--- config.mk ---
export PLATFORM = sky130hd
export DESIGN_NAME = irq_ctrl
export DESIGN_NICKNAME = d
export VERILOG_FILES = /design/src/rtl/irq_pkg.sv /design/src/rtl/irq_prio.sv /design/src/rtl/irq_ctrl.sv
export SDC_FILE = /design/constraint.sdc
export NUM_CORES = 1
export LEC_CHECK = 0
export BUFFER_PORTS_ARGS = -buffer_cell sky130_fd_sc_hd__buf_4
export CAP_MARGIN = 15
export CORE_MARGIN = 2
export CORE_UTILIZATION = 50
export CTS_CLUSTER_SIZE = 20
export DETAILED_ROUTE_END_ITERATION = 6
export PLACE_DENSITY = 0.72
export SKIP_CTS_REPAIR_TIMING = 1
export SLEW_MARGIN = 20
export SYNTH_ARGS = -nofsm -noshare
export SYNTH_HDL_FRONTEND = slang
export SYNTH_HIERARCHICAL = 1
export SYNTH_SLANG_ARGS = --single-unit
--- constraint.sdc ---
create_clock -name i_clock -period 7.74 [get_ports i_clock]
set_input_delay 1.548 -clock i_clock [delete_from_list [all_inputs] [get_ports i_clock]]
set_output_delay 1.548 -clock i_clock [all_outputs]
set_load 0.005 [all_outputs]
--- src/rtl/irq_pkg.sv ---
// Shared constants and types for the interrupt controller.
package irq_pkg;

  // Width of the vector number presented to the core.
  localparam int VECT_W = 3;

  // Register offsets inside the 4-byte window.
  localparam logic [1:0] OFS_MASK = 2'd0;
  localparam logic [1:0] OFS_PEND = 2'd1;
  localparam logic [1:0] OFS_STAT = 2'd2;
  localparam logic [1:0] OFS_OVR  = 2'd3;

  // IDLE: free to issue. SERVICE: one interrupt outstanding, waiting for EOI.
  typedef enum logic {
    IDLE    = 1'b0,
    SERVICE = 1'b1
  } state_t;

endpackage

--- src/rtl/irq_prio.sv ---
// Fixed-priority encoder: lowest set request index wins.
module irq_prio
  import irq_pkg::*;
#(
  parameter int NSRC = 8
) (
  input  logic [NSRC-1:0]   i_req,
  output logic              o_any,
  output logic [VECT_W-1:0] o_idx
);

  // Scan from the top down so the lowest set index is the last one written.
  always_comb begin
    o_any = |i_req;
    o_idx = '0;
    for (int i = NSRC - 1; i >= 0; i--) begin
      if (i_req[i]) begin
        o_idx = VECT_W'(i);
      end
    end
  end

endmodule

--- src/rtl/irq_ctrl.sv ---
// Memory-mapped interrupt controller feeding the core's toggle-style intr/vect.
// Events are latched as pending bits, masked, priority-encoded, and issued one
// at a time; the next issue waits for an EOI write or the service timeout.
module irq_ctrl
  import irq_pkg::*;
#(
  parameter int          NSRC = 8,
  parameter logic [15:0] BASE = 16'h0023,
  parameter int          TMO  = 65535
) (
  input  logic              i_clock,
  input  logic              i_reset,
  input  logic [NSRC-1:0]   i_irq,
  input  logic [15:0]       i_address,
  input  logic [7:0]        i_wdata,
  input  logic              i_we,
  output logic [7:0]        o_rdata,
  output logic              o_hit,
  output logic              o_intr,
  output logic [VECT_W-1:0] o_vect
);

  // Timer is wide enough to hold TMO itself so it can park there.
  localparam int            TW       = $clog2(TMO + 1);
  localparam logic [TW-1:0] TMO_LAST = TW'(TMO - 1);
  localparam logic [TW-1:0] TMO_SAT  = TW'(TMO);

  logic [NSRC-1:0]   r_irq_q;
  logic [NSRC-1:0]   r_pend;
  logic [NSRC-1:0]   r_mask;
  logic [NSRC-1:0]   r_ovr;
  logic              r_tmo;
  logic              r_intr;
  logic [VECT_W-1:0] r_vect;
  logic [TW-1:0]     r_timer;
  state_t            r_state;

  logic [15:0]       w_ofs;
  logic [1:0]        w_off;
  logic              w_hit;
  logic              w_wr_mask;
  logic              w_wr_pend;
  logic              w_wr_stat;
  logic              w_wr_ovr;
  logic [NSRC-1:0]   w_wsrc;
  logic [NSRC-1:0]   w_event;
  logic [NSRC-1:0]   w_eligible;
  logic              w_any;
  logic [VECT_W-1:0] w_idx;
  logic [NSRC-1:0]   w_pend_clr;
  logic [NSRC-1:0]   w_ovr_clr;
  logic [NSRC-1:0]   w_issue_oh;
  logic [NSRC-1:0]   w_pend_next;
  logic [NSRC-1:0]   w_ovr_next;
  logic              w_tmo_next;
  state_t            w_state_next;
  logic              w_intr_next;
  logic [VECT_W-1:0] w_vect_next;
  logic [TW-1:0]     w_timer_next;
  logic              w_issue;
  logic              w_tmo_set;

  // Address decode: subtracting BASE keeps the window check a single compare.
  assign w_ofs     = i_address - BASE;
  assign w_off     = w_ofs[1:0];
  assign w_hit     = (w_ofs < 16'd4);
  assign w_wr_mask = i_we & w_hit & (w_off == OFS_MASK);
  assign w_wr_pend = i_we & w_hit & (w_off == OFS_PEND);
  assign w_wr_stat = i_we & w_hit & (w_off == OFS_STAT);
  assign w_wr_ovr  = i_we & w_hit & (w_off == OFS_OVR);
  assign w_wsrc    = i_wdata[NSRC-1:0];

  assign w_event    = i_irq & ~r_irq_q;
  assign w_eligible = r_pend & r_mask;
  assign w_pend_clr = w_wr_pend ? w_wsrc : '0;
  assign w_ovr_clr  = w_wr_ovr ? w_wsrc : '0;
  assign w_issue_oh = w_issue ? (NSRC'(1) << w_idx) : '0;

  irq_prio #(
    .NSRC (NSRC)
  ) u_prio (
    .i_req (w_eligible),
    .o_any (w_any),
    .o_idx (w_idx)
  );

  // Per-source update: a new event always beats a clear in the same cycle.
  for (genvar gi = 0; gi < NSRC; gi++) begin : g_bit
    assign w_pend_next[gi] = w_event[gi] |
                             (r_pend[gi] & ~w_pend_clr[gi] & ~w_issue_oh[gi]);
    assign w_ovr_next[gi]  = (w_event[gi] & r_pend[gi]) |
                             (r_ovr[gi] & ~w_ovr_clr[gi]);
  end

  // Timeout setting the flag beats a software clear landing on the same edge.
  assign w_tmo_next = w_tmo_set | (r_tmo & ~(w_wr_ovr & i_wdata[7]));

  // Next-state logic: issue from IDLE, leave SERVICE on EOI or timeout.
  always_comb begin
    w_state_next = r_state;
    w_intr_next  = r_intr;
    w_vect_next  = r_vect;
    w_timer_next = r_timer;
    w_issue      = 1'b0;
    w_tmo_set    = 1'b0;
    case (r_state)
      IDLE: begin
        if (w_any) begin
          w_issue      = 1'b1;
          w_intr_next  = ~r_intr;
          w_vect_next  = w_idx;
          w_timer_next = '0;
          w_state_next = SERVICE;
        end
      end
      SERVICE: begin
        if (w_wr_stat) begin
          w_state_next = IDLE;
        end else if (r_timer == TMO_LAST) begin
          w_tmo_set    = 1'b1;
          w_timer_next = TMO_SAT;
          w_state_next = IDLE;
        end else begin
          w_timer_next = r_timer + TW'(1);
        end
      end
      default: w_state_next = IDLE;
    endcase
  end

  // FSM and issue registers.
  always_ff @(posedge i_clock or posedge i_reset) begin
    if (i_reset) begin
      r_state <= IDLE;
      r_intr  <= 1'b0;
      r_vect  <= '0;
      r_timer <= '0;
    end else begin
      r_state <= w_state_next;
      r_intr  <= w_intr_next;
      r_vect  <= w_vect_next;
      r_timer <= w_timer_next;
    end
  end

  // Software-visible registers and the edge-detect history.
  always_ff @(posedge i_clock or posedge i_reset) begin
    if (i_reset) begin
      r_irq_q <= '0;
      r_pend  <= '0;
      r_mask  <= '0;
      r_ovr   <= '0;
      r_tmo   <= 1'b0;
    end else begin
      r_irq_q <= i_irq;
      r_pend  <= w_pend_next;
      r_ovr   <= w_ovr_next;
      r_tmo   <= w_tmo_next;
      if (w_wr_mask) begin
        r_mask <= w_wsrc;
      end
    end
  end

  // Read mux: combinational from the address, zero outside the window.
  always_comb begin
    o_rdata = 8'h00;
    if (w_hit) begin
      case (w_off)
        OFS_MASK: o_rdata = 8'(r_mask);
        OFS_PEND: o_rdata = 8'(r_pend);
        OFS_STAT: o_rdata = {(r_state == SERVICE), r_tmo, 3'b000, r_vect};
        OFS_OVR:  o_rdata = 8'(r_ovr);
        default:  o_rdata = 8'h00;
      endcase
    end
  end

  assign o_hit  = w_hit;
  assign o_intr = r_intr;
  assign o_vect = r_vect;

endmodule
* Yosys cells after proc, flatten, opt, wreduce, memory -nomap -nowiden
Cells that the tools add are included.
** Storage, ports and cells
- Flip-flop bits (word level) :: 54
- Word-level logic and storage cells :: 134
- Output and inout bits :: 13
- Bits of input ports :: 35
** Cells by class
- Shift-type cells :: 1
- Reduce and logical (&&, ||, !) cells :: 4
- $lt $le $gt $ge :: 1
- Mux-type cells :: 25
- $add $sub $neg :: 2
- Equality and inequality tests :: 6
- Bitwise logic cells :: 86
** Operator list (number)
- 2-to-1 mux 16 bit :: 3
- bitwise AND 1 bit :: 39
- 2-to-1 mux 8 bit :: 4
- one-hot mux 16 bit (2 select lines) :: 1
- one-hot mux 8 bit (4 select lines) :: 1
- inverter 1 bit :: 27
- 2-to-1 mux 3 bit :: 8
- bitwise OR 1 bit :: 17
- adder 16 x 1 -> 16 bit (second input constant) :: 1
- bitwise AND 8 bit :: 2
- == test 16 bit (second input constant) :: 1
- < comparator 16 x 3 -> 1 bit (second input constant) :: 1
- subtractor 16 x 6 -> 16 bit (second input constant) :: 1
- inverter 8 bit :: 1
- OR reduction 8 bit :: 1
- << shifter 1 x 3 -> 8 bit (first input constant) :: 1
- 2-to-1 mux 1 bit :: 7
- == test 2 bit (second input constant) :: 2
- AND reduction 2 bit :: 2
- == test 2 x 1 -> 1 bit (second input constant) :: 1
- logical NOT 2 bit :: 1
- inequality test 2 x 1 -> 1 bit (second input constant) :: 1
- inequality test 2 bit (second input constant) :: 1
- one-hot mux 1 bit (2 select lines) :: 1

* Longest topological paths before layout
- Depth in word-level cells :: 14
- Mapped depth :: 10
- Gate-level depth less buffers :: 9

* By module
The synthesis kept the hierarchy.
** By module, submodules not included
- irq_ctrl :: area each 2897.8 um^2, instances 1, seq. area each 1351.3 um^2, cells each 282
- irq_prio :: area each 81.3 um^2, instances 1, seq. area each 0.0 um^2, cells each 13

* Worst setup path before layout
No wires, ideal clock.
- Path type :: in2out
- From :: in i_address[0]
- To :: out o_rdata[0]
- Stages :: 7
- Path slack :: 3.079 ns
- Data arrival time :: 3.113 ns
- Path through :: buf_6 > a2111o_1 > a21oi_2 > mux2i_4 > nor2_2 > buf_2 > and2_1
** RTL lines
- start: declaration :: line irq_ctrl.sv:14 : input logic [15:0] i_address,
- subtractor 16 x 6 -> 16 bit :: line irq_ctrl.sv:64 : assign w_ofs = i_address - BASE;
- < comparator 16 x 3 -> 1 bit :: line irq_ctrl.sv:66 : assign w_hit = (w_ofs < 16'd4);
- net o_hit :: line irq_ctrl.sv:18 : output logic o_hit,
- 2-to-1 mux 8 bit :: line irq_ctrl.sv:168 : if (w_hit) begin
- end: declaration :: line irq_ctrl.sv:17 : output logic [7:0] o_rdata,
The timed path passes the listed nets, and every way through them passes these cells.

* Final worst setup path
- From :: in i_address[1]
- To :: out o_rdata[2]
** Between the ends
- Word-level cells in the longest chain between the ends :: 4
** RTL lines (line)
- subtractor 16 x 6 -> 16 bit (*) :: irq_ctrl.sv:64
- parallel branches: the longest is 2 deep, another holds < comparator 16 x 3 -> 1 bit
- 2-to-1 mux 8 bit (*) :: irq_ctrl.sv:168
Every way passes the cells marked *.

==> summary.md <==
| Metric | Value |
|---|---|
| Largest net degree at the start of global routing | `55` |
| Crit path max-delay cell type | `nor2_2` |
| Syn Area/Cell | `10.1 µm²` |
| Adder-cell share of the synthesized area | `0.00840` |
| WHS Path Cells | `1` |
| Wire length per cell | `16.8 µm` |
| R2R Path Start | `r_pend[4]` |
| WS Path Type | `primary input to output pin` |
| Num ports | `48` |
| Netlist cell types | `57` |
| RSZ-0062 raised after global routing | `no` |
| Synth Area in Compound Gates | `0.173` |
| Largest family of logic cells by synthesized area | `simple AND/OR/NAND/NOR gates` |
| Worst skew pair latency | `0.31 ns` |
| Rel. slew slack | `0.265` |
| PwrDens | `157 mW/mm²` |
| Post-Syn Area | `0.00298 mm²` |
| Register-to-Register Path Depth | `9` |
| Gate Count Post-Synth | `295` |
| CP max FO | `16` |
| Antenna cells | `0` |
| Post-Synth Simple-Gate Area | `0.247` |
| Core area | `0.00585 mm²` |
| Met3 WL | `478 µm` |
| Die Ht | `81.2 µm` |
| Post-synth EDFFs | `0` |
| GRT Util Overall | `0.231` |
| Sequential share of the synthesized area | `0.454` |
| Antenna-violating nets left | `0` |
| Yosys Warn Count | `6` |
| Initial Utilization | `0.509` |
| CP max stage delay | `0.61 ns` |
| Slew Limit Fails | `0` |
| R2R setup slack | `5.15 ns` |
| CTS Buf Count | `5` |
| Most common cell in the netlist | `dfrtp_1` |
| Critical path cell sequence | `buf_4 -> a2111o_1 -> nand3_1 -> nand4_2 -> nor2_2 -> and2_1 -> buf_4` |
| Arr. time, crit path | `3.56 ns` |
| TritonCTS clock tree | `built` |
| Status | `finished, final reports clean` |
| Ranking of synthesized cells by area | `dfrtp_1 45%, mux4_2 3.8%, nand2_1 3.4%` |
| Asr flop ratio synth | `1.00` |
| Layout cells sized above 1 | `0.254` |
| Vias | `2532` |
| Synth Flop Type | `dfrtp_1` |
| Drt via density | `6.12` |
| Final Util | `0.591` |
| Final setup viols | `0` |
| Root buf cell | `clkbuf_8` |
| Worst VDD drop | `73.4 µV` |
| Worst-Margin Slew | `1.09 ns` |
| Layout Skew | `0.00957 ns` |
| Port Buf Inserts | `47` |
| Worst-path clk slew | `0.10 ns` |
| Final GP Congestion | `0.832` |
| DPL Wire Length | `4.91 mm` |
| Core Rows | `28` |
| Routed WL | `6.95 mm` |
| Design area | `0.00346 mm²` |
| Drt drc | `0` |
| Metal-1 WL | `3.16 mm` |
| Fin crit period | `5.10 ns` |
| Max-cap viol count | `0` |
| Initial antenna violation count | `0` |
| Area leader, netlist | `dfrtp_1` |
| Top sig layer | `met4` |
| Placed Area | `0.00337 mm²` |
| CTS H-Tree Depth | `2` |
| CP endpoint kind | `output pin` |
| Worst hold path endpoint | `o_intr` |
| Final Hold Fails | `0` |
| Maximum clock insertion buffer count | `2` |
| Die Wd | `81.2 µm` |
| Worst hold slack | `0.481 ns` |
| First-pass GRT wire length | `11.6 mm` |
| Hold Path Class | `register to register` |
| Total power | `0.545 mW` |
| Top cell type's share of synthesized area | `0.454` |
| Critical hold path startpoint | `o_intr` |
| Number of synthesized register bits | `54` |
| Startpoint types | `primary input` |
| CP required | `6.19 ns` |
| Most frequent cells after synthesis | `54 x dfrtp_1, 27 x nand2_1, 19 x a21oi_1` |
| Nets@finish | `375` |
| Setup TNS | `0 ns` |
| Leak Pwr | `1.46 nW` |
| CP most frequent cell | `buf_4` |
| Filler Cell Count | `528` |
| Clk sink count | `54` |
| Post-synthesis mux area share | `0.0857` |
| F_max | `196 MHz` |
| Final cycle utilization of the critical path | `0.659` |
| Die ar. | `0.00659 mm²` |
| XOR/XNOR Fraction of Synth Area | `0.00588` |
| 1st-pass router iterations | `4` |
| Violation count after the first detailed-route iteration | `192` |
| Syn Nets | `332` |
| Gr ovfl total | `0` |
| Worst flop-to-flop path endpoint | `r_pend[2]` |
| Vias in the first global route | `2362` |
| Area Growth Syn to Fin | `16.1%` |
| Met2 wire len | `3.25 mm` |
==> state kept, by name, summed over array words and instances, names as in the netlist <==
| signal | flops |
|---|---|
| r_state | 1 |
| r_timer | 16 |
| r_ovr | 8 |
| r_pend | 8 |
| r_mask | 8 |
| o_vect | 3 |
| r_irq_q | 8 |
| r_tmo | 1 |
| o_intr | 1 |
==> cell type report <==
| type | instances | area [µm²] | area share |
|---|---|---|---|
| Multi-Input combinational cell | 224 | 1550 | 0.447 |
| Sequential cell | 54 | 1350 | 0.391 |
| Timing Repair Buffer | 48 | 360 | 0.104 |
| Tap cell | 75 | 93.8 | 0.0271 |
| Clock buffer | 5 | 68.8 | 0.0199 |
| Clock inverter | 3 | 18.8 | 0.00542 |
| Inverter | 5 | 18.8 | 0.00542 |
==> worst max path at each step <==
stage                       from    endpoint  slack [ns]  depth (start not counted)
global route        i_address[0]  o_rdata[2]        2.37                          7
detailed placement  i_address[1]  o_rdata[2]        2.62                          7
floorplan           i_address[0]  o_rdata[0]        3.08                          7
global placement    i_address[1]  o_rdata[2]        2.69                          7
finish              i_address[1]  o_rdata[2]        2.64                          7
CTS                 i_address[1]  o_rdata[2]        2.62                          7
==> routing by layer <==
layer	vias up	global-route usage
met5	-	0
met4	0	0.0508
met3	5	0.0433
met2	92	0.357
met1	1242	0.341
li1	1193	-
==> where the power goes <==
| group | internal, mW | total [mW] | switching [mW] |
|---|---|---|---|
| clock network | 0.0640 | 0.159 | 0.0954 |
| logic | 0.0333 | 0.0703 | 0.0370 |
| registers | 0.298 | 0.315 | 0.0173 |
| total | 0.395 | 0.545 | 0.150 |
==> through the flow <==
stage               setup slack, ns  std cells
floorplan                      3.08        295
global placement               2.69        406
detailed placement             2.62        406
CTS                            2.62        414
global route                   2.37        414
finish                         2.64        414
==> critical path: cells and delay by family <==
kind	cells	cell delay [ns]
simple gates	4	1.25
compound gates	1	0.45
buf+inv	2	0.29
==> placed cells by master, fill, tap and decap left out, types with 4 or more instances in the layout <==
cell type,n
o311ai_0,4
a22o_1,9
clkbuf_8,5
a21oi_1,19
inv_1,4
o31ai_1,6
nand3_1,12
or2_2,6
nor2b_1,11
and3_1,5
mux2_2,8
dfrtp_1,54
mux4_2,5
and2_1,15
nand4b_1,5
nand2_1,27
nor3_1,11
o21ai_0,15
nor2_1,14
buf_4,48
==> cell families (layout without fill, tap and decap cells) <==
group,Yosys count,in the layout
buffers and inverters,17,61
flip-flops,54,54
adder cells (fa/ha/maj),2,2
XOR/XNOR,2,2
AND/OR/NAND/NOR,129,129
AO/OA/AOI/OAI,74,74
multiplexers,17,17
Note: power is estimated with default switching activity, not from simulation.
